**src/rtl/im_loader.sv**
```systemverilog
// Serial boot loader: frames a UART byte stream into 32-bit words for the instruction memory
// and keeps the CPU stalled until a complete, checksum-verified image has been written.
module im_loader #(
    parameter int          ADDR_W      = 10,
    parameter logic [7:0]  MAGIC       = 8'hA5,
    parameter int          TIMEOUT_CYC = 1000000
) (
    input  logic              clk,
    input  logic              rst,
    input  logic [7:0]        rx_data,
    input  logic              rx_valid,
    output logic              rx_ready,
    output logic              im_wr,
    output logic [ADDR_W-1:0] im_addr,
    output logic [31:0]       im_data,
    output logic              cpu_hold,
    output logic              load_done,
    output logic              load_err
);

    localparam int              TW        = $clog2(TIMEOUT_CYC + 1);
    localparam logic [TW-1:0]   TIMER_MAX = TW'(TIMEOUT_CYC - 1);
    localparam logic [16:0]     MAX_N     = 17'(1 << ADDR_W);

    typedef enum logic [2:0] {
        S_IDLE, S_LEN_LO, S_LEN_HI, S_DATA, S_CSUM, S_DONE, S_ERROR
    } state_t;

    state_t            state;
    logic [7:0]        len_lo;
    logic [7:0]        checksum;
    logic [ADDR_W-1:0] idx;
    logic [ADDR_W-1:0] last_idx;
    logic [1:0]        lane;
    logic [23:0]       word_lo;
    logic [TW-1:0]     timer;

    logic        accept;
    logic [15:0] n_words;
    logic        in_frame;

    assign accept   = rx_valid & rx_ready;
    assign n_words  = {rx_data, len_lo};
    assign in_frame = (state == S_LEN_LO) || (state == S_LEN_HI) ||
                      (state == S_DATA)   || (state == S_CSUM);

    always_ff @(posedge clk or posedge rst) begin
        if (rst) begin
            state     <= S_IDLE;
            rx_ready  <= 1'b1;
            im_wr     <= 1'b0;
            im_addr   <= '0;
            im_data   <= '0;
            cpu_hold  <= 1'b0;
            load_done <= 1'b0;
            load_err  <= 1'b0;
            checksum  <= '0;
            timer     <= '0;
            len_lo    <= '0;
            idx       <= '0;
            last_idx  <= '0;
            lane      <= '0;
            word_lo   <= '0;
        end else begin
            // The write strobe and the back-pressure it causes last exactly one cycle.
            im_wr    <= 1'b0;
            rx_ready <= 1'b1;

            case (state)
                S_IDLE: begin
                    if (accept && rx_data == MAGIC) begin
                        cpu_hold  <= 1'b1;
                        load_done <= 1'b0;
                        load_err  <= 1'b0;
                        checksum  <= '0;
                        idx       <= '0;
                        state     <= S_LEN_LO;
                    end
                end
                S_LEN_LO: begin
                    if (accept) begin
                        len_lo <= rx_data;
                        state  <= S_LEN_HI;
                    end
                end
                S_LEN_HI: begin
                    if (accept) begin
                        if (n_words == 16'd0 || {1'b0, n_words} > MAX_N) begin
                            state <= S_ERROR;
                        end else begin
                            last_idx <= ADDR_W'(n_words - 16'd1);
                            lane     <= '0;
                            state    <= S_DATA;
                        end
                    end
                end
                S_DATA: begin
                    if (im_wr) begin
                        idx <= idx + 1'b1;
                        if (idx == last_idx) state <= S_CSUM;
                    end else if (accept) begin
                        checksum <= checksum ^ rx_data;
                        lane     <= lane + 2'd1;
                        case (lane)
                            2'd0: word_lo[7:0]   <= rx_data;
                            2'd1: word_lo[15:8]  <= rx_data;
                            2'd2: word_lo[23:16] <= rx_data;
                            default: begin
                                im_wr    <= 1'b1;
                                rx_ready <= 1'b0;
                                im_addr  <= idx;
                                im_data  <= {rx_data, word_lo};
                            end
                        endcase
                    end
                end
                S_CSUM: begin
                    if (accept) state <= (rx_data == checksum) ? S_DONE : S_ERROR;
                end
                S_DONE: begin
                    load_done <= 1'b1;
                    cpu_hold  <= 1'b0;
                    state     <= S_IDLE;
                end
                default: begin
                    // cpu_hold is deliberately left set: a partially loaded image must not run.
                    load_err <= 1'b1;
                    state    <= S_IDLE;
                end
            endcase

            // Inter-byte watchdog; overrides whatever transition the frame logic chose.
            if (in_frame) begin
                if (accept) begin
                    timer <= '0;
                end else if (timer == TIMER_MAX) begin
                    timer <= '0;
                    state <= S_ERROR;
                end else begin
                    timer <= timer + 1'b1;
                end
            end else begin
                timer <= '0;
            end
        end
    end

endmodule

```
**config.mk**
```make
export PLATFORM = sky130hd
export DESIGN_NAME = im_loader
export DESIGN_NICKNAME = d
export VERILOG_FILES = /design/src/rtl/im_loader.sv
export SDC_FILE = /design/constraint.sdc
export NUM_CORES = 1
export LEC_CHECK = 0
export CORE_MARGIN = 1
export CORE_UTILIZATION = 52
export DETAILED_ROUTE_END_ITERATION = 10
export GPL_ROUTABILITY_DRIVEN = 1
export PLACE_DENSITY_LB_ADDON = 0.2
export SYNTH_ARGS = -nofsm -noshare
export SYNTH_HDL_FRONTEND = slang
export SYNTH_SLANG_ARGS = --single-unit
```
**constraint.sdc**
```tcl
create_clock -name clk -period 4.1 [get_ports clk]
set_input_delay 0.82 -clock clk [delete_from_list [all_inputs] [get_ports clk]]
set_output_delay 0.82 -clock clk [all_outputs]
set_load 0.01 [all_outputs]
```
==> results of run 1 <==
## worst min path at each step
stage / from / to
floorplan: timer[0]$_DFF_PP0_ / timer[0]$_DFF_PP0_
global placement: cpu_hold$_DFFE_PP0P_ / cpu_hold$_DFFE_PP0P_
detailed placement: cpu_hold$_DFFE_PP0P_ / cpu_hold$_DFFE_PP0P_
CTS: cpu_hold$_DFFE_PP0P_ / cpu_hold$_DFFE_PP0P_
global route: word_lo[15]$_DFFE_PP0P_ / im_data[15]$_DFFE_PP0P_
finish: cpu_hold$_DFFE_PP0P_ / cpu_hold$_DFFE_PP0P_
## cells by family (layout without fill, tap and decap cells)
group	count (synthesis)	in the layout	synth area share, %
flip-flops	132	132	54.94
buffers and inverters	38	107	3.412
multiplexers	74	74	13.92
adder cells (fa/ha/maj)	8	8	1.664
XOR/XNOR	52	52	7.572
AO/OA/AOI/OAI	46	46	4.702
AND/OR/NAND/NOR	164	164	13.79
## registers in the layout (all words and copies together), names as in the netlist
register,cells
checksum,8
cpu_hold,1
idx,10
im_addr,10
im_data,32
im_wr,1
lane,2
last_idx,10
len_lo,8
load_done,1
load_err,1
rx_ready,1
state,3
timer,20
word_lo,24
## through the flow
stage               setup slack (ns)  area, µm²
detailed placement            0.6630       6685
global placement              0.7987       6685
CTS                            1.102       7341
floorplan                      1.644       6018
global route                  0.9165       7341
finish                         1.101       7341
## cell type report
| class | instances | area share, % |
|---|---|---|
| clock buffer | 21 | 6.545 |
| multi-input combinational | 344 | 34.12 |
| timing repair buffer | 64 | 8.829 |
| tap | 140 | 2.386 |
| sequential | 132 | 45.01 |
| inverter | 13 | 0.7159 |
| clock inverter | 9 | 2.386 |
## power by group through the flow
stage | combinational, W | clock, W | sequential, W
floorplan | 0.000943 | 0 | 0.00212
global placement | 0.00158 | 0 | 0.00209
detailed placement | 0.00163 | 0 | 0.00212
CTS | 0.00164 | 0.00169 | 0.00210
global route | 0.00177 | 0.00174 | 0.00217
finish | 0.00162 | 0.00166 | 0.00210
## cells in the final DEF (no fill, tap or decap), types with 2 or more instances in the layout
| cell | Yosys | routed |
|---|---|---|
| nor4b_1 | 2 | 2 |
| and4b_1 | 3 | 3 |
| and2_1 | 5 | 5 |
| buf_12 | 0 | 2 |
| buf_4 | 0 | 5 |
| clkdlybuf4s50_1 | 0 | 57 |
| or3_1 | 3 | 3 |
| clkbuf_16 | 0 | 17 |
| nor3_1 | 7 | 7 |
| bufinv_16 | 0 | 5 |
| o21ai_0 | 28 | 28 |
| and4_1 | 5 | 5 |
| nor4_1 | 6 | 6 |
| nand3_1 | 16 | 16 |
| dfrtp_1 | 131 | 131 |
| and3_1 | 5 | 5 |
| clkbuf_8 | 1 | 4 |
| nor2b_1 | 3 | 3 |
| nor2_1 | 50 | 50 |
| nand2_1 | 41 | 41 |
| ha_1 | 8 | 8 |
| a31o_2 | 2 | 2 |
| clkinv_2 | 0 | 2 |
| a21oi_1 | 2 | 2 |
| mux2_2 | 73 | 73 |
| a21o_1 | 2 | 2 |
| o31ai_1 | 2 | 2 |
| a311oi_1 | 2 | 2 |
| xor2_1 | 20 | 20 |
| inv_1 | 13 | 12 |
| xnor2_1 | 32 | 32 |
| clkinvlp_4 | 0 | 3 |
| or4_4 | 2 | 2 |
| nand4_1 | 8 | 8 |
## per-layer routing
| layer | global-route usage, % | vias up |
|---|---|---|
| met5 | 0 | - |
| met4 | 9.714 | 0 |
| met3 | 7.706 | 15 |
| met2 | 36.03 | 103 |
| met1 | 28.41 | 1956 |
| li1 | - | 1879 |
==> results by group, run 1 <==
Outcome
  • Status: finished, final reports clean

Yosys
  • Syn nets: 533
  • Netlist cell types: a little under 50
  • Top-count cell post-synth: dfrtp_1
  • Mean Syn Cell Area: between 10 and 15 µm²
  • Yosys top cell area share: roughly 55%
  • Leading area contributor after synthesis: dfrtp_1
  • Most frequent cells after synthesis: dfrtp_1 (131), mux2_2 (73), nor2_1 (50), nand2_1 (41), xnor2_1 (32)
  • Synth Warn #: 0
  • Yosys reg bits: approximately 130
  • Register area share after synthesis: between 50% and 60%
  • Netlist Area Pre-Place: between 6000 and 7000 µm²
  • Number of synthesized flops with an enable pin: 0
  • Ys async rst share: 100.0%
  • Main flop type after synthesis: dfrtp_1
  • Leading post-synthesis cells by cell area: dfrtp_1 (55%), mux2_2 (14%), xnor2_1 (4.7%), nor2_1 (3.1%), xor2_1 (2.9%)
  • Post-Syn Instances: 514

CTS
  • Setup repair bufs after CTS: 0
  • CTS Buffer Depth: 2
  • CTS Root Cell: clkbuf_16
  • Clock sinks: 132
  • Clk pin slew, worst setup/hold paths: about 0.05 ns
  • TritonCTS clock tree: yes
  • Post-CTS resize count: 0
  • CTS buffer count: 17
  • Worst-skew pair later-pin latency: 0.42 ns
  • # H-tree levels: 4
  • # hold bufs at CTS: 0

Route
  • Metal-1 WL: between 5000 and 6000 µm
  • Initial DRC Count: just under 200
  • Post-DRT Antenna Nets: 0
  • Vias/cell: between 5 and 6
  • Via count: 3,953
  • DR WL/cell: 16.54 µm
  • Total wire length: 11,960 µm
  • Metal3 WL: about 610 µm
  • DR pass1 iterations: 4
  • Max Used Layer: met4
  • DRC errors left: 0
  • DR WL met2: between 5000 and 6000 µm

Global routing
  • Antenna violations before repair: 0
  • First-pass GRT wire length: 20,130 µm
  • Largest net degree at the start of global routing: 56
  • Remaining Overflow, GRT: 0
  • Total track usage: 22.71%
  • Vias in the first global route: ~4,100

Setup path
  • Worst-path cell chain: clkdlybuf4s50_1 > buf_4 > or4b_1 > o31ai_1 > nand4_1 > a311oi_1
  • CP startpoint kind: input pin
  • CP required: around 4.4 ns
  • WP data arrival: around 3.3 ns
  • CP bufs+invs: 2
  • Levels on crit path: 6
  • Worst R2R Setup Slack: about 1.5 ns
  • CP max-delay cell: nand4_1
  • WS Path Type: input pin to flop
  • Worst setup path end: state[0]$_DFF_PP0_
  • Reg2Reg Depth: 6
  • Worst-path maximum fanout: 21
  • Crit path from: rx_data[1]
  • FF-to-FF End: state[0]$_DFF_PP0_
  • Crit-path leading delay family: simple AND/OR/NAND/NOR gates
  • R2r startpoint: len_lo[0]$_DFFE_PP0P_
  • CP peak stage delay: 0.61 ns
  • Crit end category: flop

Final layout
  • Multi-input gate area: ~2500 µm²
  • Layout area overhead: 22.05%
  • Filler cells: ~840
  • Diodes inserted: 0
  • Final core utilization: between 60% and 70%
  • Share of post-route cells with drive strength above 1: a little over a fifth
  • Finished Layout Cells: 723
  • # nets final: 591
  • Register Area: between 3000 and 4000 µm²

STA
  • RSZ-0062 raised after global routing: false
  • Max Fclk: 333.5 MHz
  • Final setup fails: 0
  • Hold Vio Cnt, Final: 0
  • Hold Slack: 0.4877 ns
  • Actual transition at the worst max-transition pin: 0.7652 ns
  • Layout Skew: about 0.013 ns
  • TNS Setup: 0 ns
  • Period utilisation layout: between 70% and 80%
  • Slew headroom: roughly half
  • Slew Limit Fails: 0
  • Final worst path period need: ~3.0 ns

Hold path
  • Hold path depth: 1
  • HP Class: flop to flop

Place
  • Final HPWL DP: just over 8000 µm
  • RD Place Congestion: 0.7954
  • Placed cells: just under 700
  • Port bufs: 57

Die
  • IO Count: 58
  • Die area: 12,000 µm²
  • Initial core utilization: 54.53%
  • Core ar.: 11,030 µm²
  • Die Height: about 110 µm
  • Die Span X: between 100 and 150 µm
  • # rows: 38

Power and ir drop
  • Int Pwr: just under 0.004 W
  • Gate power share: a little under a third
  • P_sw: about 0.0015 W
  • Clock Power Share: 30.9%
  • Peak supply drop: between 0.0004 and 0.0005 V
  • Power, Total: ~0.0054 W
  • Reg power frac: between 30% and 40%
  • Power density of the placed cells: about 730 nW/µm²
  • Sw Share: approximately 29%
  • P_leak: around 3.1 nW

Flow run
  • Maxcap violations: 0
(Power assumes the default switching activity.)
==> inputs of run 2 (changes only) <==
- CORE_UTILIZATION: 52 -> 57
- clock period: 4.1 -> 3.1 ns (I/O delays scaled with it)
==> results by group, run 2 (synthesized netlist as in run 1, its figures left out) <==
Global routing
  • First-pass GRT wire length: 20,810 µm (+3.4%)
  • Remaining Overflow, GRT: 0 (unchanged)
  • Largest net degree at the start of global routing: 55 (-1.8%)
  • Total track usage: 24.41% (+1.7 points)
  • Vias in the first global route: 4,312 (+5.9%)
  • Antenna violations before repair: 0 (unchanged)

Route
  • DRC errors left: 0 (unchanged)
  • Post-DRT Antenna Nets: 0 (unchanged)
  • DR pass1 iterations: 5 (+1)
  • Total wire length: 12,260 µm (+2.5%)
  • Vias/cell: 5.606 (+2.5%)
  • Initial DRC Count: 210 (+6.1%)
  • Via count: 4,064 (+2.8%)
  • DR WL/cell: 16.91 µm (+2.2%)

Setup path
  • CP startpoint kind: flop
  • Worst-path maximum fanout: 4 (-81%)
  • CP required: 3.51 ns (-0.90 ns)
  • WS Path Type: flop to flop
  • Crit end category: flop
  • WP data arrival: 2.74 ns (-0.57 ns)

Place
  • Placed cells: 694 (+0.14%)
  • Place WS: 0.3498 ns (-0.3132 ns)
  • Final HPWL DP: 8147 µm (+1.3%)
  • RD Place Congestion: 0.7919 (-0.44%)
  • Dpl cell area: 6718 µm² (+0.49%)
  • Port bufs: 57 (unchanged)

CTS
  • Clock sinks: 132 (unchanged)
  • CTS Root Cell: clkbuf_8
  • Post-CTS resize count: 0 (unchanged)
  • CTS buffer count: 17 (unchanged)
  • CTS Buffer Depth: 2 (unchanged)
  • # H-tree levels: 4 (unchanged)
  • Clk pin slew, worst setup/hold paths: 0.06 ns (about the same)
  • Setup repair bufs after CTS: 0 (unchanged)
  • # hold bufs at CTS: 0 (unchanged)
  • Worst-skew pair later-pin latency: 0.53 ns (+0.11 ns)
  • TritonCTS clock tree: yes

Die
  • Die Span X: 104.7 µm (-4.4%)
  • # rows: 37 (-2.6%)
  • IO Count: 58 (unchanged)
  • Initial core utilization: 58.52% (+4.0 points)
  • Die area: 10,970 µm² (-8.6%)
  • Die Height: 104.7 µm (-4.4%)
  • Core ar.: 10,280 µm² (-6.8%)

Final layout
  • Fin area: 7300 µm² (-0.56%)
  • Layout area overhead: 21.36%
  • Largest regs: im_data (32), word_lo (24), timer (20)
  • Diodes inserted: 0 (unchanged)
  • Final core utilization: 71.03% (+4.5 points)
  • Largest Register: im_data
  • Max reg flops: 32 (unchanged)
  • Finished Layout Cells: 725 (+0.28%)
  • # nets final: 596 (+0.85%)
  • Filler cells: 770 (-7.9%)
  • Commonest non-fill, non-tap cell in the layout: dfrtp_1
  • Share of post-route cells with drive strength above 1: 21.22% (+0.30 points)
  • Most frequent cells in the layout: dfrtp_1 (131), mux2_2 (73), clkdlybuf4s50_1 (57)

STA
  • Final worst path period need: about 2.3 ns
  • Final setup fails: 0 (unchanged)
  • Actual transition at the worst max-transition pin: 0.6536 ns (-0.1117 ns)
  • Hold Vio Cnt, Final: 0 (unchanged)
  • Layout Skew: 0.007626 ns (-0.005455 ns)
  • Period utilisation layout: 75.15%
  • Slew Limit Fails: 0 (unchanged)
  • Slew headroom: 56.03% (+7.1 points)
  • RSZ-0062 raised after global routing: false
  • Max Fclk: around 430 MHz
  • Final worst slack: 0.7704 ns (-0.3310 ns)
  • TNS Setup: 0 ns (unchanged)

Hold path
  • HP Class: flop to flop

Power and ir drop
  • Peak supply drop: 0.0006333 V (+29%)
  • Power density of the placed cells: 946.2 nW/µm² (+29%)
  • P_leak: 3.111 nW (-0.41%)

Flow run
  • Maxcap violations: 0 (unchanged)

Outcome
  • Status: finished, final reports clean
## run 2: routing by layer
layer	routed length [µm]	GRT usage (%)	vias up
li1	-	-	1889
met1	5368	30.07	2024
met2	6155	41.77	119
met3	453	4.741	32
met4	285	10.87	0
met5	0	0	-
## run 2: path summary, 6_finish.rpt
check	start	endpoint	slack, ns	depth (start not counted)
hold reg to reg	cpu_hold$_DFFE_PP0P_	cpu_hold$_DFFE_PP0P_	0.49	1
hold / removal	cpu_hold$_DFFE_PP0P_	cpu_hold$_DFFE_PP0P_	0.49	1
setup reg to reg	len_lo[0]$_DFFE_PP0P_	lane[0]$_DFFE_PP0P_	0.77	7
max in group asynchronous	rst	rx_ready$_DFF_PP1_	1.86	3
min in group asynchronous	rst	word_lo[17]$_DFFE_PP0P_	0.52	2
setup / recovery	len_lo[0]$_DFFE_PP0P_	lane[0]$_DFFE_PP0P_	0.77	7
## run 2: area by class of cell
class | count | area (µm²) | area share [%]
Sequential cell | 132 | 3304 | 45.27
Multi-Input combinational cell | 344 | 2505 | 34.32
Timing Repair Buffer | 69 | 685.7 | 9.393
Clock buffer | 22 | 452.9 | 6.205
Tap cell | 136 | 170.2 | 2.331
Clock inverter | 9 | 128.9 | 1.766
Inverter | 13 | 52.55 | 0.7199
## run 2: critical path, stage by stage, from the launching register on
cell and delay [ns]:
dfrtp_1 0.40, inv_1 0.12, ha_1 0.16, or4b_1 0.49, o31ai_1 0.36, and4b_1 0.29, o211ai_2 0.12, mux2_4 0.27
## run 2: where the power goes
group	internal, W	leakage (nW)	switching [W]	total, W
Combinational	0.00125	1.23	0.000896	0.00215
Clock	0.00126	0.281	0.000705	0.00196
Sequential	0.00234	1.60	0.000459	0.00280
Total	0.00485	3.11	0.00206	0.00691
## run 2: metrics by stage
stage                     hold slack, ns  total power, W
after floorplan                   0.4555        0.004056
after CTS                         0.4941        0.006964
after global placement            0.4665        0.004833
final                             0.4868        0.006907
after detailed placement          0.4826        0.004948
after global routing              0.5128        0.007277
==> inputs of run 3 (changes only) <==
- clock period: 3.1 -> 2.25 ns (I/O delays scaled with it)
==> results by group, run 3 (synthesized netlist as in run 1, its figures left out) <==
Setup path
  • R2r startpoint: len_lo[0]$_DFFE_PP0P_
  • WS Path Type: flop to flop
  • WP data arrival: 2.63 ns (-0.11 ns)
  • FF-to-FF End: last_idx[8]$_DFFE_PP0P_
  • Worst R2R Setup Slack: 0.06 ns (-0.71 ns)
  • CP startpoint kind: flop
  • Crit end category: flop
  • Worst-path maximum fanout: 10 (+6)
  • Reg2Reg Depth: 8 (+1)
  • CP required: 2.69 ns (-0.82 ns)

Final layout
  • Max reg flops: 32 (unchanged)
  • Layout area overhead: 23.63%
  • Commonest non-fill, non-tap cell in the layout: dfrtp_1
  • Largest Register: im_data
  • Diodes inserted: 0 (unchanged)
  • # nets final: 618 (+3.7%)
  • Share of post-route cells with drive strength above 1: 24.06% (+2.8 points)
  • Largest regs: im_data (32), word_lo (24), timer (20)
  • Filler cells: 737 (-4.3%)
  • Finished Layout Cells: 747 (+3.0%)
  • Final core utilization: 72.35% (+1.3 points)
  • Most frequent cells in the layout: dfrtp_1 (131), mux2_2 (73), clkdlybuf4s50_1 (57)

Place
  • Final HPWL DP: 8226 µm (+0.97%)
  • RD Place Congestion: 0.8294 (+4.7%)
  • Placed cells: 715 (+3.0%)
  • Port bufs: 57 (unchanged)

Die
  • Die Height: 104.7 µm (unchanged)
  • Core ar.: 10,280 µm² (unchanged)
  • Initial core utilization: 58.52% (unchanged)
  • IO Count: 58 (unchanged)
  • Die Span X: 104.7 µm (unchanged)
  • # rows: 37 (unchanged)
  • Die area: 10,970 µm² (unchanged)

CTS
  • Clk pin slew, worst setup/hold paths: 0.06 ns (about the same)
  • # hold bufs at CTS: 0 (unchanged)
  • Clock sinks: 132 (unchanged)
  • CTS Root Cell: clkbuf_8
  • # H-tree levels: 4 (unchanged)
  • CTS Buffer Depth: 2 (unchanged)
  • CTS buffer count: 17 (unchanged)
  • Worst-skew pair later-pin latency: 0.54 ns (about the same)
  • TritonCTS clock tree: yes
  • Setup repair bufs after CTS: 0 (unchanged)
  • Post-CTS resize count: 0 (unchanged)

Hold path
  • HP Class: input pin to async pin

STA
  • Layout Skew: 0.01536 ns (+0.007736 ns)
  • Final setup fails: 0 (unchanged)
  • Actual transition at the worst max-transition pin: 0.5054 ns (-0.1482 ns)
  • Slew headroom: 66.31% (+10 points)
  • Hold Vio Cnt, Final: 0 (unchanged)
  • Period utilisation layout: 97.16% (+22 points)
  • Max Fclk: 457.4 MHz (+6.6%)
  • Final worst path period need: 2.186 ns (-0.1435 ns)
  • Slew Limit Fails: 0 (unchanged)

Route
  • Vias/cell: 5.539 (-1.2%)
  • Initial DRC Count: 199 (-5.2%)
  • Via count: 4,138 (+1.8%)
  • DRC errors left: 0 (unchanged)
  • DR pass1 iterations: 4 (-1)
  • Post-DRT Antenna Nets: 0 (unchanged)
  • DR WL/cell: 16.39 µm (-3.1%)
  • Total wire length: 12,240 µm (-0.17%)

Outcome
  • Status: finished, final reports clean

Global routing
  • Antenna violations before repair: 0 (unchanged)
  • Largest net degree at the start of global routing: 100 (+82%)
  • Vias in the first global route: 4,356 (+1.0%)
  • First-pass GRT wire length: 21,170 µm (+1.7%)
  • Total track usage: 24.97% (+0.56 points)
  • Remaining Overflow, GRT: 0 (unchanged)

Power and ir drop
  • Power density of the placed cells: 1266 nW/µm² (+34%)
  • Peak supply drop: 0.0008245 V (+30%)
  • P_leak: 3.210 nW (+3.2%)

Flow run
  • Maxcap violations: 0 (unchanged)
[run 3: power by group]
group	leakage [nW]	internal [W]	total [W]	switching, W
Combinational	1.34	0.00178	0.00304	0.00126
Clock	0.272	0.00160	0.00253	0.000933
Sequential	1.60	0.00322	0.00385	0.000623
[run 3: area by class of cell]
type	count	area, µm²	share of cell area, %
Sequential cell	132	3304	44.44
Multi-Input combinational cell	344	2510	33.75
Timing Repair Buffer	91	852.1	11.46
Clock buffer	27	501.7	6.747
Tap cell	136	170.2	2.288
Inverter	13	52.55	0.7067
Clock inverter	4	45.04	0.6058
[run 3: how the worst max path moves through the flow]
stage / start / endpoint / slack (ns) / cells past startpoint
final: len_lo[0]$_DFFE_PP0P_ / last_idx[8]$_DFFE_PP0P_ / 0.06 / 8
after global placement: rx_data[1] / lane[0]$_DFFE_PP0P_ / -0.26 / 6
after CTS: len_lo[0]$_DFFE_PP0P_ / lane[0]$_DFFE_PP0P_ / 0.01 / 7
after detailed placement: rx_data[1] / lane[0]$_DFFE_PP0P_ / -0.29 / 6
after global routing: len_lo[0]$_DFFE_PP0P_ / last_idx[8]$_DFFE_PP0P_ / -0.02 / 8
after floorplan: rst / checksum[0]$_DFFE_PP0P_ / 0.16 / 1
[run 3: stage by stage]
step	TNS (ns)	hold WS, ns	instance area (µm²)	total power (W)	worst slack (ns)
after floorplan	0	0.4555	6018	0.005589	0.1636
after global placement	-3.911	0.4634	6875	0.006745	-0.2558
after detailed placement	-5.198	0.4674	6875	0.006884	-0.2887
after CTS	0	0.1420	7422	0.009490	0.01299
after global routing	-0.04302	0.1729	7436	0.009939	-0.01792
final	0	0.1681	7436	0.009415	0.06386
[run 3: routing by layer]
| metal | global-route usage, % | vias up | part of all wire, % |
|---|---|---|---|
| li1 | - | 1951 | - |
| met1 | 31.49 | 2089 | 45 |
| met2 | 41.01 | 80 | 50 |
| met3 | 6.051 | 18 | 3.3 |
| met4 | 11.07 | 0 | 1.6 |
| met5 | 0 | - | 0 |
[run 3: critical path: stages, from the launching register on]
cell and delay (ns):
dfrtp_1 0.40, inv_2 0.09, ha_1 0.14, or4b_1 0.49, or4_4 0.44, nand4_1 0.14, buf_2 0.22, nand2_1 0.08
o21ai_0 0.08
